[src/rtl/x_mem_seq.sv]
// x_mem_seq: loads a byte stream into x_mem, then plays the stored samples
// back at one sample per DIV clocks with a one-cycle valid strobe.
// Optional feature macro: X_MEM_SEQ_LOOP_EN (defined = endless looped playback,
// undefined = one-shot playback ending with o_done).
module x_mem_seq #(
   parameter int unsigned DIV    = 16,
   parameter int unsigned RD_LAT = 3
) (
   input  logic        i_clk,
   input  logic        i_nrst,
   input  logic        i_load,
   input  logic        i_wr_valid,
   input  logic [7:0]  i_wr_data,
   output logic        o_wr_ready,
   input  logic        i_play,
   input  logic        i_stop,
   output logic [11:0] o_len,
   output logic        o_busy,
   output logic        o_done,
   output logic [10:0] o_mem_addr,
   output logic        o_mem_we,
   output logic [7:0]  o_mem_wdata,
   input  logic [7:0]  i_mem_rdata,
   output logic [7:0]  o_sample,
   output logic        o_sample_valid
);

   localparam int unsigned AW    = 11;
   localparam int unsigned LW    = 12;
   localparam int unsigned DEPTH = 2048;
   localparam int unsigned CW    = (DIV > 1) ? $clog2(DIV) : 1;
   // One stage for the registered address plus RD_LAT stages inside x_mem.
   localparam int unsigned PW    = RD_LAT + 1;

   typedef enum logic [1:0] {
      S_IDLE = 2'd0,
      S_LOAD = 2'd1,
      S_PLAY = 2'd2
   } state_e;

   state_e        state_q;
   logic          busy_q;
   logic [LW-1:0] wptr_q;
   logic [LW-1:0] len_q;
   logic [AW-1:0] rptr_q;
   logic [CW-1:0] cnt_q;
   logic [PW-1:0] pipe_q;
   logic          last_q;
   logic          wr_ready_q;
   logic          done_q;
   logic [AW-1:0] mem_addr_q;
   logic          mem_we_q;
   logic [7:0]    mem_wdata_q;
   logic [7:0]    sample_q;
   logic          sample_valid_q;

   logic          accept;
   logic          issue;
   logic          last_rd;
   logic          emerge;
   logic          unused_rdata;

   // Handshake, read-issue and pipeline-exit decodes.
   assign accept  = (state_q == S_LOAD) && i_wr_valid && wr_ready_q;
   assign issue   = (state_q == S_PLAY) && (cnt_q == '0) && !last_q;
   assign last_rd = ({1'b0, rptr_q} == (len_q - LW'(1)));
   assign emerge  = pipe_q[PW-1];

   // Upper read-data bits carry nothing for the 6-bit DAC path.
   assign unused_rdata = ^i_mem_rdata[7:6];

   // Sequencer state machine with registered memory and sample outputs.
   always_ff @(posedge i_clk or negedge i_nrst) begin
      if (!i_nrst) begin
         state_q        <= S_IDLE;
         busy_q         <= 1'b0;
         wptr_q         <= '0;
         len_q          <= '0;
         rptr_q         <= '0;
         cnt_q          <= '0;
         pipe_q         <= '0;
         last_q         <= 1'b0;
         wr_ready_q     <= 1'b0;
         done_q         <= 1'b0;
         mem_addr_q     <= '0;
         mem_we_q       <= 1'b0;
         mem_wdata_q    <= '0;
         sample_q       <= '0;
         sample_valid_q <= 1'b0;
      end else begin
         mem_we_q       <= 1'b0;
         sample_valid_q <= 1'b0;
         done_q         <= 1'b0;
         unique case (state_q)
            S_IDLE: begin
               wr_ready_q <= 1'b0;
               if (i_load) begin
                  state_q    <= S_LOAD;
                  busy_q     <= 1'b1;
                  wptr_q     <= '0;
                  len_q      <= '0;
                  wr_ready_q <= 1'b1;
               end else if (i_play && (len_q != '0)) begin
                  state_q <= S_PLAY;
                  busy_q  <= 1'b1;
                  rptr_q  <= '0;
                  cnt_q   <= '0;
                  pipe_q  <= '0;
                  last_q  <= 1'b0;
               end
            end
            S_LOAD: begin
               if (accept) begin
                  mem_addr_q  <= wptr_q[AW-1:0];
                  mem_we_q    <= 1'b1;
                  mem_wdata_q <= i_wr_data;
                  wptr_q      <= wptr_q + LW'(1);
                  len_q       <= len_q + LW'(1);
               end
               if ((accept && (wptr_q == LW'(DEPTH - 1))) || i_stop) begin
                  state_q    <= S_IDLE;
                  busy_q     <= 1'b0;
                  wr_ready_q <= 1'b0;
               end
            end
            S_PLAY: begin
               if (i_stop) begin
                  state_q <= S_IDLE;
                  busy_q  <= 1'b0;
                  pipe_q  <= '0;
               end else begin
                  cnt_q  <= (cnt_q == CW'(DIV - 1)) ? '0 : cnt_q + CW'(1);
                  pipe_q <= {pipe_q[PW-2:0], issue};
                  if (issue) begin
                     mem_addr_q <= rptr_q;
                     if (last_rd) begin
`ifdef X_MEM_SEQ_LOOP_EN
                        rptr_q <= '0;
`else
                        last_q <= 1'b1;
`endif
                     end else begin
                        rptr_q <= rptr_q + AW'(1);
                     end
                  end
                  if (emerge) begin
                     sample_q       <= {2'b00, i_mem_rdata[5:0]};
                     sample_valid_q <= 1'b1;
                     if (last_q) begin
                        done_q  <= 1'b1;
                        state_q <= S_IDLE;
                        busy_q  <= 1'b0;
                        pipe_q  <= '0;
                        last_q  <= 1'b0;
                     end
                  end
               end
            end
            default: begin
               state_q <= S_IDLE;
               busy_q  <= 1'b0;
            end
         endcase
      end
   end

   assign o_wr_ready     = wr_ready_q;
   assign o_len          = len_q;
   assign o_busy         = busy_q;
   assign o_done         = done_q;
   assign o_mem_addr     = mem_addr_q;
   assign o_mem_we       = mem_we_q;
   assign o_mem_wdata    = mem_wdata_q;
   assign o_sample       = sample_q;
   assign o_sample_valid = sample_valid_q;

endmodule

[config.mk]
export PLATFORM = sky130hd
export DESIGN_NAME = x_mem_seq
export DESIGN_NICKNAME = d
export VERILOG_FILES = /design/src/rtl/x_mem_seq.sv
export SDC_FILE = /design/constraint.sdc
export NUM_CORES = 1
export LEC_CHECK = 0
export CAP_MARGIN = 20
export CORE_MARGIN = 1.5
export CORE_UTILIZATION = 40
export CTS_CLUSTER_SIZE = 28
export DETAILED_ROUTE_END_ITERATION = 8
export PLACE_DENSITY = 0.66
export SYNTH_ARGS = -nofsm -noshare
export SYNTH_HDL_FRONTEND = slang
export SYNTH_SLANG_ARGS = --single-unit
[constraint.sdc]
create_clock -name i_clk -period 7.45 [get_ports i_clk]
set_clock_uncertainty 0.15 [all_clocks]
set_input_delay 2.235 -clock i_clk [delete_from_list [all_inputs] [get_ports i_clk]]
set_output_delay 2.235 -clock i_clk [all_outputs]
set_load 0.02 [all_outputs]
==> reports/metrics.cfg <==
[global_routing]
grt_pass1_vias=3182
gr-total-overflow=0
antenna_found_initial=0
grt_usage_pct=19.3
grt_first_pass_wirelength_mm=15.7
grt_max_degree=77

[route]
firstDrtPassIters=5
wl_per_cell_um=15.0
drtIter0Drc=282
ant_nets=0
wl_mm=9.37
vias=3296
via_per_inst=5.27
drc_errors=0

[cells_and_area]
fin_nets=515
area_delta_synth_final_pct=23.7
layout-drive-gt1-share_pct=8.54
fin_area_um2=4950
antennaDiodeCount=0

[cts]
clkLatencyLatePin_ns=0.36
cts_resized=0
clock-sinks=76
clkTransAtPathRegs_ns=0.08
clk_path_buf_depth=2
cts_buffers=9
htree_levels=3
cts_tree=yes
cts-root-buf=clkbuf_8
cts_setup_buffers=0
hold_buffers=0

[min_path]
hp-class=flop to flop
hp-start=o_mem_wdata[3]
hold_depth=2
hold_end=o_mem_wdata[3]

[synthesis]
ys_top_cells_by_area=dfrtp_1 (48%), nand2_1 (6.8%), nor2_1 (4.9%)
synth_top_area_share_pct=47.6
yosys.cell_types.count=53
async_reset_ff_share_pct=100
netlist_area_um2=4000
yosysTopAreaCell=dfrtp_1
synthCells=435
synth_edf_count=0
yosysSeqAreaShare_pct=47.6
ys_ff_latch=76
ys.warnings.count=0
syn_area_per_cell_um2=9.19
yosys.cell_count.top_type=dfrtp_1
synth_commonest_cells=dfrtp_1 (76), nand2_1 (72), nor2_1 (52)
synth_ff_type=dfrtp_1

[power]
cellLeakagePower_nw=2.16
peakVddDrop_mv=0.216
power_density_nw_per_um2=315

[die]
die_h_um=103
num_rows=36
die_w_um=103
ios=66
die_area_um2=10600
initial_core_util_pct=41.1
coreArea_um2=9730

[setup_path]
cp-start-kind=input pin
rr_worst_depth=10
critPathBufInv=1
path_max_fanout=13
cp.depth=7
crit_required_ns=7.57
crit_type=input pin to flop
cp_slowest_cell=or4_1
r2r_end=rptr_q[6]
r2r-start=o_len[0]
arrival_ns=4.57
endpoint_kind=flop
ff2ff_setup_slack_ns=4.16
cp_top_family=simple AND/OR/NAND/NOR gates
crit_chain=clkdlybuf4s50_1 -> nor2_1 -> a31oi_1 -> a21o_1 -> or4_1 -> or3_1 -> a21oi_1
slowest_delay_ns=0.57

[sta]
finalCritPeriodShare_pct=59.8
hold_viol=0
rsz0062_at_grt=false
setup_viol=0
slew_headroom_pct=44.9
fmax_ghz=0.225
holdWs_ns=0.334
finalCriticalPeriod_ns=4.45
slew_violations=0
finalSetupTns_ns=0
worst_pin_slew_ns=0.822

[placement]
dp_hpwl_mm=6.43
postPlaceCellArea_um2=4690
place_congestion=0.834
io_buffers=61

[job]
timing.max_cap.violations=0

[status]
run_status=complete, no violations

[report_power, final]
part	total [W]	switching (W)	internal, W
registers	0.000583	0.0000805	0.000502
logic	0.000606	0.000337	0.000269
clock network	0.000368	0.000160	0.000208
[kinds of logic (layout without fill, tap and decap cells)]
| logic type | after synthesis | count (layout) | share of synthesized area, % |
|---|---|---|---|
| muxes | 13 | 13 | 3.63 |
| DFF | 76 | 76 | 47.6 |
| and+or+nand+nor | 203 | 203 | 24.9 |
| other | 1 | 2 | 0.0938 |
| xor gates and xnor gates | 34 | 34 | 7.45 |
| buffers and inverters | 37 | 93 | 4.19 |
| adders and majority gates | 6 | 6 | 1.88 |
| AOI/OAI and AO/OA | 65 | 65 | 10.3 |
[layer usage]
metal	track usage, %	part of all wire [%]	wire length, µm
met5	0	0	0
met4	8.42	2.2	202
met3	3.93	5.0	467
met2	30.8	47	4390
met1	25.4	46	4320
[worst max-delay path by stage]
stage	to	startpoint	slack, ns
2_1_floorplan	rptr_q[10]	i_load	3.50
3_3_place_gp	rptr_q[10]	i_load	2.72
3_5_place_dp	rptr_q[9]	i_load	2.64
4_1_cts	rptr_q[9]	i_load	3.02
5_1_grt	rptr_q[9]	i_load	2.87
6_report	rptr_q[9]	i_load	3.00
[flip-flops by register name, summed over array words and instances, names as in the netlist]
signal	flops
o_sample_valid	1
o_sample	6
o_len	12
pipe_q	4
o_mem_we	1
o_mem_wdata	8
o_done	1
o_busy	1
wptr_q	12
state_q	2
last_q	1
rptr_q	11
o_mem_addr	11
cnt_q	4
o_wr_ready	1
[tightest hold or removal path: stages, from the launching register on]
cell     delay [ns]
dfrtp_1        0.35
nand2_1        0.05
nand2_1        0.06
[stage by stage]
stage | power [W] | setup slack, ns | utilization, % | std cells
after CTS | 0.00157 | 3.02 | 50.6 | 624
after global routing | 0.00166 | 2.87 | 50.8 | 625
after global placement | 0.00118 | 2.72 | 48.2 | 608
after floorplan | 0.000961 | 3.50 | - | 436
final | 0.00156 | 3.00 | 50.8 | 625
after detailed placement | 0.00120 | 2.64 | 48.2 | 608
[cell usage in the layout, fill, tap and decap left out, types with 7 or more instances in the layout]
cell	Yosys	final
dfrtp_1	76	76
nand2_1	72	72
nor2_1	52	52
xnor2_1	19	19
clkbuf_8	0	11
nor3_1	9	9
clkdlybuf4s50_1	0	60
a21oi_1	13	13
o21ai_0	14	14
mux2_2	8	8
nand4_1	14	14
inv_1	11	11
a21o_1	7	7
a31oi_1	15	15
nand3_1	14	14
xor2_1	15	15
[layout make-up]
cell class | instances | area, µm²
inverter | 11 | 41.3
clock inverter | 5 | 82.6
tap | 133 | 166
timing repair buffer | 66 | 666
multi-input combinational | 323 | 1940
clock buffer | 11 | 151
fill | 936 | 4780
sequential | 76 | 1900
Note: power is estimated with default switching activity, not from simulation.
